<file path="src/rtl/alu_pkg.sv">
// ============================================================================
// Module  : alu_pkg
// Brief   : Shared opcode/state types and sizing helper for seq_alu.
// Revision: 1.0 - initial release
// ============================================================================
`default_nettype none

package alu_pkg;

  typedef enum logic [2:0] {
    OP_ADD  = 3'b000,
    OP_SUB  = 3'b001,
    OP_EQ   = 3'b010,
    OP_HALF = 3'b011,
    OP_MUL  = 3'b100,
    OP_DIV  = 3'b101,
    OP_RSV6 = 3'b110,
    OP_RSV7 = 3'b111
  } op_t;

  typedef enum logic [1:0] {
    ST_IDLE = 2'd0,
    ST_BUSY = 2'd1,
    ST_DONE = 2'd2
  } state_t;

  // Iteration counter width for a given operand width.
  function automatic int countWidth(input int width);
    return $clog2(width + 1);
  endfunction

endpackage

`default_nettype wire

</file>
<file path="src/rtl/seq_alu_iter.sv">
// ============================================================================
// Module  : seq_alu_iter
// Brief   : Shared shift-add multiply / restoring divide iteration datapath.
// Revision: 1.0 - initial release
// ============================================================================
`default_nettype none

module seq_alu_iter #(
  parameter int WIDTH = 8
) (
  input  logic                 clk,
  input  logic                 rst_n,
  input  logic                 load,
  input  logic                 step,
  input  logic                 divMode,
  input  logic [WIDTH-1:0]     a,
  input  logic [WIDTH-1:0]     b,
  output logic [2*WIDTH-1:0]   nextResult
);

  logic [WIDTH-1:0] r_acc;
  logic [WIDTH-1:0] r_sh;
  logic [WIDTH-1:0] r_opnd;
  logic             r_isDiv;

  logic [WIDTH-1:0] w_srcAcc;
  logic [WIDTH-1:0] w_srcSh;
  logic [WIDTH-1:0] w_srcOpnd;
  logic             w_isDiv;
  logic [WIDTH:0]   w_mulSum;
  logic [WIDTH:0]   w_remShift;
  logic [WIDTH:0]   w_trial;
  logic             w_fits;
  logic [WIDTH-1:0] w_nextAcc;
  logic [WIDTH-1:0] w_nextSh;

  // A load performs the first iteration straight from the operand inputs.
  assign w_srcAcc  = load ? '0      : r_acc;
  assign w_srcSh   = load ? a       : r_sh;
  assign w_srcOpnd = load ? b       : r_opnd;
  assign w_isDiv   = load ? divMode : r_isDiv;

  always_comb begin
    w_mulSum   = {1'b0, w_srcAcc} + (w_srcSh[0] ? {1'b0, w_srcOpnd} : {(WIDTH+1){1'b0}});
    w_remShift = {w_srcAcc, w_srcSh[WIDTH-1]};
    w_trial    = w_remShift - {1'b0, w_srcOpnd};
    w_fits     = (w_remShift >= {1'b0, w_srcOpnd});
    if (w_isDiv) begin
      w_nextAcc = w_fits ? w_trial[WIDTH-1:0] : w_remShift[WIDTH-1:0];
      w_nextSh  = {w_srcSh[WIDTH-2:0], w_fits};
    end else begin
      w_nextAcc = w_mulSum[WIDTH:1];
      w_nextSh  = {w_mulSum[0], w_srcSh[WIDTH-1:1]};
    end
  end

  assign nextResult = {w_nextAcc, w_nextSh};

  always_ff @(posedge clk or negedge rst_n) begin
    if (!rst_n) begin
      r_acc   <= '0;
      r_sh    <= '0;
      r_opnd  <= '0;
      r_isDiv <= 1'b0;
    end else if (load) begin
      r_acc   <= w_nextAcc;
      r_sh    <= w_nextSh;
      r_opnd  <= b;
      r_isDiv <= divMode;
    end else if (step) begin
      r_acc   <= w_nextAcc;
      r_sh    <= w_nextSh;
    end
  end

endmodule

`default_nettype wire

</file>
<file path="src/rtl/seq_alu.sv">
// ============================================================================
// Module  : seq_alu
// Brief   : Handshaked ALU: single-cycle add/sub/eq/half, iterative mul/div.
// Revision: 1.0 - initial release
// ============================================================================
`default_nettype none

module seq_alu
  import alu_pkg::*;
#(
  parameter int WIDTH = 8
) (
  input  logic                 clk,
  input  logic                 rst_n,
  input  logic                 in_valid,
  output logic                 in_ready,
  input  logic [2:0]           op,
  input  logic [WIDTH-1:0]     a,
  input  logic [WIDTH-1:0]     b,
  output logic                 out_valid,
  input  logic                 out_ready,
  output logic [2*WIDTH-1:0]   q,
  output logic                 carry,
  output logic                 borrow,
  output logic                 zero,
  output logic                 dbz,
  output logic                 illegal
);

  localparam int CW = countWidth(WIDTH);
  // The accepting edge already runs the first iteration.
  localparam logic [CW-1:0] C_ITERS_LEFT = CW'(WIDTH - 1);

  state_t              r_state;
  state_t              w_nextState;
  logic [CW-1:0]       r_cnt;
  op_t                 w_op;
  logic                w_accept;
  logic                w_longOp;
  logic                w_lastIter;
  logic [WIDTH:0]      w_sum;
  logic [2*WIDTH-1:0]  w_scQ;
  logic                w_scCarry;
  logic                w_scBorrow;
  logic                w_scDbz;
  logic                w_scIllegal;
  logic [2*WIDTH-1:0]  w_iterRes;

  assign w_op       = op_t'(op);
  assign in_ready   = (r_state == ST_IDLE);
  assign out_valid  = (r_state == ST_DONE);
  assign w_accept   = in_valid && (r_state == ST_IDLE);
  assign w_longOp   = (w_op == OP_MUL) || ((w_op == OP_DIV) && (b != '0));
  assign w_lastIter = (r_state == ST_BUSY) && (r_cnt == CW'(1));
  assign w_sum      = {1'b0, a} + {1'b0, b};

  seq_alu_iter #(.WIDTH(WIDTH)) u_iter (
    .clk        (clk),
    .rst_n      (rst_n),
    .load       (w_accept && w_longOp),
    .step       (r_state == ST_BUSY),
    .divMode    (w_op == OP_DIV),
    .a          (a),
    .b          (b),
    .nextResult (w_iterRes)
  );

  always_comb begin
    w_scQ       = '0;
    w_scCarry   = 1'b0;
    w_scBorrow  = 1'b0;
    w_scDbz     = 1'b0;
    w_scIllegal = 1'b0;
    case (w_op)
      OP_ADD: begin
        w_scQ[WIDTH:0] = w_sum;
        w_scCarry      = w_sum[WIDTH];
      end
      OP_SUB: begin
        w_scQ[WIDTH-1:0] = a - b;
        w_scBorrow       = (a < b);
      end
      OP_EQ:   w_scQ[WIDTH-1:0] = ~(a ^ b);
      OP_HALF: w_scQ[WIDTH-1:0] = a >> 1;
      OP_DIV: begin
        // Only reached with b == 0: remainder = a, quotient saturates.
        w_scQ   = {a, {WIDTH{1'b1}}};
        w_scDbz = 1'b1;
      end
      OP_MUL:  w_scQ = '0;
      default: w_scIllegal = 1'b1;
    endcase
  end

  always_comb begin
    w_nextState = r_state;
    case (r_state)
      ST_IDLE: if (w_accept) w_nextState = w_longOp ? ST_BUSY : ST_DONE;
      ST_BUSY: if (w_lastIter) w_nextState = ST_DONE;
      ST_DONE: if (out_ready) w_nextState = ST_IDLE;
      default: w_nextState = ST_IDLE;
    endcase
  end

  always_ff @(posedge clk or negedge rst_n) begin
    if (!rst_n) r_state <= ST_IDLE;
    else        r_state <= w_nextState;
  end

  always_ff @(posedge clk or negedge rst_n) begin
    if (!rst_n) begin
      r_cnt   <= '0;
      q       <= '0;
      carry   <= 1'b0;
      borrow  <= 1'b0;
      zero    <= 1'b0;
      dbz     <= 1'b0;
      illegal <= 1'b0;
    end else if (w_accept && w_longOp) begin
      r_cnt <= C_ITERS_LEFT;
    end else if (w_accept) begin
      q       <= w_scQ;
      carry   <= w_scCarry;
      borrow  <= w_scBorrow;
      zero    <= (w_scQ == '0);
      dbz     <= w_scDbz;
      illegal <= w_scIllegal;
    end else if (r_state == ST_BUSY) begin
      r_cnt <= r_cnt - CW'(1);
      if (w_lastIter) begin
        q       <= w_iterRes;
        carry   <= 1'b0;
        borrow  <= 1'b0;
        zero    <= (w_iterRes == '0);
        dbz     <= 1'b0;
        illegal <= 1'b0;
      end
    end
  end

endmodule

`default_nettype wire

</file>
<file path="config.mk">
export PLATFORM = sky130hd
export DESIGN_NAME = seq_alu
export DESIGN_NICKNAME = d
export VERILOG_FILES = /design/src/rtl/alu_pkg.sv /design/src/rtl/seq_alu_iter.sv /design/src/rtl/seq_alu.sv
export SDC_FILE = /design/constraint.sdc
export NUM_CORES = 1
export LEC_CHECK = 0
export CAP_MARGIN = 20
export CORE_MARGIN = 5
export CORE_UTILIZATION = 55
export CTS_BUF_LIST = sky130_fd_sc_hd__clkbuf_8
export CTS_CLUSTER_DIAMETER = 60
export DETAILED_ROUTE_END_ITERATION = 6
export DONT_BUFFER_PORTS = 1
export MAX_ROUTING_LAYER = met4
export PLACE_DENSITY_LB_ADDON = 0.1
export SLEW_MARGIN = 10
export SYNTH_ARGS = -nofsm -noshare
export SYNTH_HDL_FRONTEND = slang
export SYNTH_SLANG_ARGS = --single-unit
</file>
<file path="constraint.sdc">
create_clock -name clk -period 4 [get_ports clk]
set_clock_uncertainty 0.15 [all_clocks]
set_input_delay 0.4 -clock clk [delete_from_list [all_inputs] [get_ports clk]]
set_output_delay 0.4 -clock clk [all_outputs]
set_load 0.03 [all_outputs]
</file>
* Word-level counts from Yosys, hierarchy flattened
Index checks and enable logic that the tools add are counted.
** Cells by class
- Order comparisons :: 2
- Bitwise logic cells :: 3
- Add/subtract/negate cells :: 5
- Muxes and demuxes :: 39
- Reductions and logical operators :: 17
- Equal/unequal tests :: 12
** Operator list (count)
- 2-to-1 mux 8 bit :: 11
- 2-to-1 mux 16 bit :: 3
- case mux 8 bit (5 select lines) :: 1
- logical NOT 16 bit :: 2
- adder 8 x 8 -> 9 bit :: 2
- subtractor 8 bit :: 2
- 2-to-1 mux 1 bit :: 14
- 2-to-1 mux 4 bit :: 3
- >= comparator 9 x 8 -> 1 bit :: 1
- less-than comparator 8 bit :: 1
- 2-to-1 mux 2 bit :: 4
- NOT 8 bit :: 1
- nonzero test 8 bit :: 1
- bitwise XOR 8 bit :: 1
- 2-to-1 mux 7 bit :: 1
- == test 3 x 2 -> 1 bit (second input constant) :: 2
- == test 3 bit (second input constant) :: 2
- != test 2 x 1 -> 1 bit (second input constant) :: 3
- case mux 2 bit (3 select lines) :: 1
- AND reduction 3 bit :: 2
- nonzero test 2 bit :: 3
- OR reduction 6 bit :: 1
- == test 4 x 1 -> 1 bit (second input constant) :: 1
- logical AND 1 bit :: 4
- 11 further kinds :: 11
** Storage, ports and cells
- Logic and storage cells :: 90
- Output and inout port bits :: 23
- Flip-flop bits (word level) :: 52

* Longest topological paths before layout
Gate-level depths: netlist of the first run.
- Word-level depth :: 12
- Gate-level depth with buffers :: 19

* Modules after synthesis
A second synthesis of the first run with hierarchy kept.
** Unflattened totals
- Cell total of the unflattened synthesis :: 518
- Area, all modules :: 4471.8 um^2
** By module, submodules not included
- seq_alu :: cells each 275, area an instance 2341.0 um^2, instances 1, sequential area each 675.6 um^2
- seq_alu_iter :: cells each 243, area an instance 2130.8 um^2, instances 1, sequential area each 625.6 um^2

* Worst setup path after synthesis of the first run
No wires, ideal clock.
- Path type :: input to register
- From :: input port b[2]
- To :: register zero
- Path buffers :: 3
- Cell stages on the path :: 17
- Setup slack :: -0.358 ns
- Arrival time :: 4.142 ns
- Path through :: nor4_2 > a311o_1 > buf_6 > clkbuf_1 > clkbuf_1 > mux2i_1 > ha_1 > nand2_1 > nor3_1 > o21a_1 > o32ai_4 > o211ai_4 > mux2_4 > a21oi_2 > nand3_1 > and4bb_1 > a31o_1
** Between the ends
- Longest elaborated chain between the ends :: 12
- Elaborated cells between the ends (all ways) :: 28
- Those cells by class :: add/sub: 4; order compare: 1; mux: 13; bitwise: 3; reduce/logical: 7
** RTL lines
- start, declared :: RTL line seq_alu.sv:19 : input logic [WIDTH-1:0] b,
- nonzero test 8 bit :: RTL line seq_alu.sv:53 : assign w_longOp = (w_op == OP_MUL) || ((w_op == OP_DIV) && (b != '0));
- logical AND 1 bit :: RTL line seq_alu.sv:53
- logical OR 1 bit :: RTL line seq_alu.sv:53
- logical AND 1 bit :: RTL line seq_alu.sv:60, seq_alu.sv:119
- 2-to-1 mux 8 bit, on equally long branches :: RTL line seq_alu_iter.sv:40, seq_alu_iter.sv:38, seq_alu_iter.sv:39
- 2-to-1 mux 8 bit (tied with other cells) :: RTL line seq_alu_iter.sv:44 : w_mulSum = {1'b0, w_srcAcc} + (w_srcSh[0] ? {1'b0, w_srcOpnd} : {(WIDTH+1){1'b0}});
- adder 8 x 8 -> 9 bit / 2-to-1 mux 8 bit (equally long branches) :: RTL line seq_alu_iter.sv:44, seq_alu_iter.sv:49
- 2-to-1 mux 8 bit :: RTL line seq_alu_iter.sv:48 : if (w_isDiv) begin
- logical NOT 16 bit :: RTL line seq_alu.sv:134 : zero <= (w_iterRes == '0);
- 2-to-1 mux 1 bit :: RTL line seq_alu.sv:130 : if (w_lastIter) begin
- 2-to-1 mux 1 bit :: RTL line seq_alu.sv:128 : end else if (r_state == ST_BUSY) begin
- 2-to-1 mux 1 bit :: RTL line seq_alu.sv:121 : end else if (w_accept) begin
- end signal, assigned :: RTL line seq_alu.sv:125 : zero <= (w_scQ == '0);
- end signal, assigned :: RTL line seq_alu.sv:134
- end, declared :: RTL line seq_alu.sv:25 : output logic zero,
Parallel ways exist; a longest one is shown, timed or not. The select of a mux whose other input is x is not followed.
A chain may end at the register's enable or synchronous reset.

* Final worst setup path of the first run
- From :: register r_state[0]
- To :: register zero
** Between the ends
- Longest elaborated chain between the ends :: 11
- Elaborated cells between the ends (all ways) :: 24
- Those cells by class :: add/sub: 2; order compare: 1; eq/ne: 1; mux: 11; bitwise: 1; reduce/logical: 8
** RTL lines
- start, declared :: RTL line seq_alu.sv:34 : state_t r_state;
- start signal, assigned :: RTL line seq_alu.sv:107 : else r_state <= w_nextState;
- logical NOT 2 bit :: RTL line seq_alu.sv:52 : assign w_accept = in_valid && (r_state == ST_IDLE);
- logical AND 1 bit :: RTL line seq_alu.sv:52
- logical AND 1 bit :: RTL line seq_alu.sv:60, seq_alu.sv:119
- 2-to-1 mux 8 bit, on equally long branches :: RTL line seq_alu_iter.sv:40, seq_alu_iter.sv:38, seq_alu_iter.sv:39
- 2-to-1 mux 8 bit (tied with other cells) :: RTL line seq_alu_iter.sv:44
- adder 8 x 8 -> 9 bit / 2-to-1 mux 8 bit (equally long branches) :: RTL line seq_alu_iter.sv:44, seq_alu_iter.sv:49
- 2-to-1 mux 8 bit :: RTL line seq_alu_iter.sv:48
- logical NOT 16 bit :: RTL line seq_alu.sv:134
- 2-to-1 mux 1 bit :: RTL line seq_alu.sv:130
- 2-to-1 mux 1 bit :: RTL line seq_alu.sv:128
- 2-to-1 mux 1 bit :: RTL line seq_alu.sv:121
Parallel ways exist; a longest one is shown, timed or not. The select of a mux whose other input is x is not followed.

==> results of run 1 <==
[placed cells by master, fill, tap and decap left out, types with 8 or more instances in the layout]
cell | synthesis | final
and2_1 | 11 | 9
nand2_1 | 69 | 68
a21oi_1 | 43 | 40
nor2b_1 | 13 | 12
o21ai_0 | 30 | 29
nor2_1 | 54 | 54
a211oi_1 | 9 | 8
ha_1 | 33 | 28
inv_1 | 33 | 33
dfrtp_1 | 52 | 52
buf_4 | 0 | 41
xnor2_1 | 15 | 15
mux2i_1 | 20 | 16
[per-stage QoR]
step                hold slack (ps)  worst slack [ps]
finish                         75.6               108
global route                   87.4             -21.6
CTS                            88.8              5.47
detailed placement            -43.3             -89.5
global placement              -43.5              -174
floorplan                     -45.6             -37.3
[cells by family (layout without fill, tap and decap cells)]
| family | Yosys count | after routing | share of synthesized area |
|---|---|---|---|
| XOR/XNOR | 20 | 20 | 0.0395 |
| AO/OA/AOI/OAI | 156 | 157 | 0.243 |
| multiplexers | 24 | 24 | 0.0561 |
| adder cells (fa/ha/maj) | 36 | 36 | 0.107 |
| buffers and inverters | 56 | 88 | 0.0510 |
| AND/OR/NAND/NOR | 195 | 195 | 0.211 |
| flip-flops | 52 | 52 | 0.293 |
[worst max-delay path: stages (launching register included)]
cell	delay [ps]
dfrtp_1	390
or3b_4	430
a311o_2	400
buf_4	170
and2_1	190
ha_4	280
nor2b_4	130
a211oi_1	50
a31oi_1	280
nand3_1	180
o211ai_4	170
mux2_4	350
a21oi_4	150
nand3_1	80
and4bb_1	280
a31o_1	150
[power breakdown]
part,switching (W),leakage [nW],total (W),internal (W)
Sequential,0.000397,0.642,0.00116,0.000762
Clock,0.000193,0.0423,0.000321,0.000128
Combinational,0.00173,1.65,0.00314,0.00141
[state kept, by name, indices dropped and copies added, names as in the netlist]
register	count
q	16
u_iter.r_sh	8
u_iter.r_acc	8
borrow	1
u_iter.r_isDiv	1
zero	1
u_iter.r_opnd	8
illegal	1
carry	1
r_cnt	4
dbz	1
r_state	2
[layout make-up]
class,instances,share of cell area
Multi-Input combinational cell,432,0.606
Sequential cell,52,0.252
Timing Repair Buffer,46,0.0735
Inverter,34,0.0248
Tap cell,102,0.0248
Clock buffer,5,0.0133
Clock inverter,3,0.00510
[path summary, 6_finish.rpt]
check                                 from                to  slack (ps)  cells after the start
setup / recovery                r_state[0]              zero         110                     15
hold / removal                        b[6]  u_iter.r_opnd[6]          80                      2
setup reg to reg                r_state[0]              zero         110                     15
hold reg to reg            u_iter.r_acc[5]   u_iter.r_acc[5]         360                      2
max in group asynchronous            rst_n        r_state[1]        3030                      2
min in group asynchronous            rst_n              q[5]         440                      2
[layer usage]
metal | track usage | vias up
met5 | - | -
met4 | 0.121 | 0
met3 | 0.0445 | 48
met2 | 0.488 | 171
met1 | 0.380 | 2057
li1 | - | 1992
[repair_timing]
action	in CTS	in global routing
setup buffers	2	6
resized for setup	3	29
hold buffers	2	0
pin swaps	3	14
endpoints found under the setup margin	2	10
endpoints found under the hold margin	52	0
gates cloned	1	0
==> results.json, run 1 <==
{
  "slew_viol_final": 0,
  "detail_route.iter0.violations": 228,
  "min_path_type": "input pin to flop",
  "start_util": 0.568,
  "syn_inst": 539,
  "cts_root_buf": "clkbuf_8",
  "topRoutingLayerUsed": "met4",
  "clkSinkCount": 52,
  "overflow": 0,
  "place.port_buffers": 0,
  "vias_per_cell": 6.33,
  "clk_pin_slew_ps": 100,
  "drive_gt1_frac": 0.163,
  "core_um2": 7810,
  "fmax_mhz": 257,
  "nets": 630,
  "slew_headroom": 0.350,
  "wire_per_inst_um": 21.3,
  "start_kind": "flop",
  "postLayoutCoreUtil": 0.660,
  "hold_viol": 0,
  "fill_cells": 675,
  "crit_required_ps": 4100,
  "post-route-period-util": 0.973,
  "die_height_um": 99.8,
  "synth_largest_area_cell": "dfrtp_1",
  "worstSetupPathType": "flop to flop",
  "crit_path_max_fanout": 8,
  "dieArea_um2": 9960,
  "io_pins": 46,
  "postSynthNetCount": 598,
  "antenna_found_initial": 0,
  "synth_area_per_cell_um2": 8.23,
  "synth_area_um2": 4440,
  "regArea_um2": 1300,
  "wl_met3_um": 878,
  "clk_path_buf_depth": 2,
  "outcome": "finished clean",
  "synth_flop_cell": "dfrtp_1",
  "vias": 4268,
  "grt_max_degree": 53,
  "synth_most_common_cell": "nand2_1",
  "power_density_nw_per_um2": 897,
  "area_delta_synth_final_pct": 16.2,
  "diodes": 0,
  "max-vdd-ir-drop_mv": 0.705,
  "synth.distinct_cells": 70,
  "setup.worst_path.end_class": "flop",
  "dr.pass1.iters": 5,
  "tightest_slew_ps": 968,
  "routed_wl_um": 14400,
  "grt_pass1_wl_um": 23000,
  "htreeDepth": 2,
  "drv_cap": 0,
  "clock_latency_ps": 310,
  "stdcell_count": 674,
  "postPlaceCellArea_um2": 4770,
  "cts_tree": "yes",
  "final_area_um2": 5150,
  "ys_warn_count": 0,
  "wl_met2_um": 6800,
  "first_global_vias": 4285,
  "num_rows": 32,
  "ant_nets": 0,
  "m1WireLength_um": 6100,
  "setup_viol_count_final": 0,
  "multi_input_area_um2": 3120,
  "yosysSeqAreaShare": 0.293,
  "gp_congestion": 0.937,
  "yosysTopAreaCellShare": 0.293,
  "die_x_um": 99.8,
  "dp_hpwl_um": 11000,
  "grt_use_total": 0.301,
  "total_power_w": 0.00462,
  "numPlacedInstances": 655,
  "drc": 0,
  "setup_tns_ps": 0,
  "synth_edf_count": 0,
  "period_minus_slack_ps": 3890,
  "yosys_register_bits": 52,
  "power.leakage_nw": 2.34,
  "async_flop_share": 1.00,
  "ys_top_cells_by_area": "dfrtp_1 29%, ha_1 9.3%, nand2_1 5.8%, a21oi_1 4.9%, nor2_1 4.6%",
  "numCtsBuffers": 5,
  "synthTopCellsByCount": "69 x nand2_1, 54 x nor2_1, 52 x dfrtp_1",
  "worstPathArrival_ps": 3990
}
Note: power is estimated with default switching activity, not from simulation.
==> inputs of run 2 (changes only) <==
- CORE_UTILIZATION: 55 -> 50
- REMOVE_ABC_BUFFERS: unset -> 1
==> results.json, run 2 (synthesis results as in run 1) <==
{
  "slew_viol_final": 0,
  "path_cells": "or3b_4 > a311o_2 > buf_4 > nand2_1 > a21boi_2 > ha_1 > nor2b_4 > a311oi_2 > o21ai_2 > a31o_2 > a21oi_2 > xnor2_1 > mux2i_1 > a21oi_2 > nor2b_1 > a31o_1",
  "whs_ps": 82.5,
  "diodes": 0,
  "stdcell_count": 692,
  "nets": 642,
  "gp_congestion": 0.973,
  "tightest_slew_ps": 911,
  "drc": 0,
  "top_register": "q",
  "min_path_type": "input pin to flop",
  "ant_nets": 0,
  "slew_headroom": 0.389,
  "post-route-period-util": 0.971,
  "core_um2": 8680,
  "vias_per_cell": 6.03,
  "drv_cap": 0,
  "num_rows": 34,
  "htreeDepth": 2,
  "total_power_w": 0.00471,
  "rsz0062_at_grt": "true",
  "fmax_mhz": 257,
  "dp_hpwl_um": 10600,
  "grt_pass1_wl_um": 22000,
  "grt_max_degree": 53,
  "setup_viol_count_final": 0,
  "final_common_cell": "nand2_1",
  "numPlacedInstances": 668,
  "setup.worst_path.end_class": "flop",
  "hold_viol": 0,
  "routed_wl_um": 13800,
  "slowest_stage": "a311o_2",
  "vias": 4172,
  "slowest_delay_ps": 470,
  "start_util": 0.511,
  "period_minus_slack_ps": 3890,
  "power.leakage_nw": 2.39,
  "cts_tree": "yes",
  "die_x_um": 104,
  "power_density_nw_per_um2": 887,
  "clk_path_buf_depth": 2,
  "clk_pin_slew_ps": 110,
  "clock_latency_ps": 310,
  "dr.pass1.iters": 5,
  "area_delta_synth_final_pct": 19.8,
  "detail_route.iter0.violations": 184,
  "crit_required_ps": 4060,
  "worstPathArrival_ps": 3950,
  "die_height_um": 104,
  "io_pins": 46,
  "dieArea_um2": 10900,
  "final_cell_mix": "67 x nand2_1, 53 x nor2_1, 52 x dfrtp_1",
  "first_global_vias": 4080,
  "cts_root_buf": "clkbuf_8",
  "crit_path_max_fanout": 6,
  "place.port_buffers": 0,
  "wire_per_inst_um": 19.9,
  "max-vdd-ir-drop_mv": 0.578,
  "overflow": 0,
  "cpMostUsedCell": "a21oi_2",
  "outcome": "finished clean",
  "largest_reg_flops": 16,
  "antenna_found_initial": 0,
  "drive_gt1_frac": 0.202,
  "numCtsBuffers": 5,
  "grt_use_total": 0.255,
  "clkSinkCount": 52,
  "worstSetupPathType": "flop to flop",
  "start_kind": "flop"
}
run 2: what timing repair did:
item                                    CTS  global route
hold buffers                              2             0
endpoints found under the setup margin    1            13
endpoints found under the hold margin    52             0
pin swaps                                 2            15
gates resized for setup                   1            55
cloned                                    0             1
buffers inserted                          1            12
run 2: layout make-up:
class	instances	area (µm²)
inverter	34	128
multi-input combinational	431	3160
timing repair buffer	59	494
sequential	52	1300
clock inverter	3	27.5
clock buffer	5	68.8
fill	760	3360
tap	108	135
run 2: worst paths after layout:
kind                                       from          endpoint  slack (ps)  depth (start not counted)
worst max-delay path                 r_state[0]              zero         110                         16
max in group asynchronous                 rst_n  u_iter.r_opnd[7]        3030                          2
worst min register to register  u_iter.r_acc[5]   u_iter.r_acc[5]         350                          2
worst min-delay path                       b[7]  u_iter.r_opnd[7]          80                          2
min in group asynchronous                 rst_n            borrow         440                          2
worst max register to register       r_state[0]              zero         110                         16
run 2: worst max-delay path, delay by kind of cell, from the launching register on:
family	cells	cell delay [ps]
AOI/OAI and AO/OA	8	1880
xor gates and xnor gates	1	130
adders and majority gates	1	270
buffers and inverters	1	170
DFF	1	390
muxes	1	100
and+or+nand+nor	4	710
run 2: report_power, final:
part / switching, W / total (W) / leakage (nW) / internal (W)
Clock: 0.000197 / 0.000326 / 0.0463 / 0.000129
Combinational: 0.00170 / 0.00323 / 1.70 / 0.00153
Sequential: 0.000397 / 0.00116 / 0.642 / 0.000762
Total: 0.00229 / 0.00471 / 2.39 / 0.00242
run 2: metal layers:
layer | up-vias | part of all wire | track usage
li1 | 2016 | - | -
met1 | 1979 | 0.43 | 0.329
met2 | 147 | 0.50 | 0.420
met3 | 30 | 0.054 | 0.0354
met4 | 0 | 0.021 | 0.0703
met5 | - | 0 | -
run 2: metrics by stage:
step | setup WS, ps | instance area [µm²] | util | setup TNS (ps)
after floorplan | -524 | 4340 | - | -2830
after global placement | 4.14 | 4800 | 0.553 | 0
after detailed placement | -63.4 | 4800 | 0.553 | -63.4
after CTS | 8.48 | 4940 | 0.569 | 0
after global routing | -85.4 | 5310 | 0.612 | -244
final | 115 | 5310 | 0.612 | 0
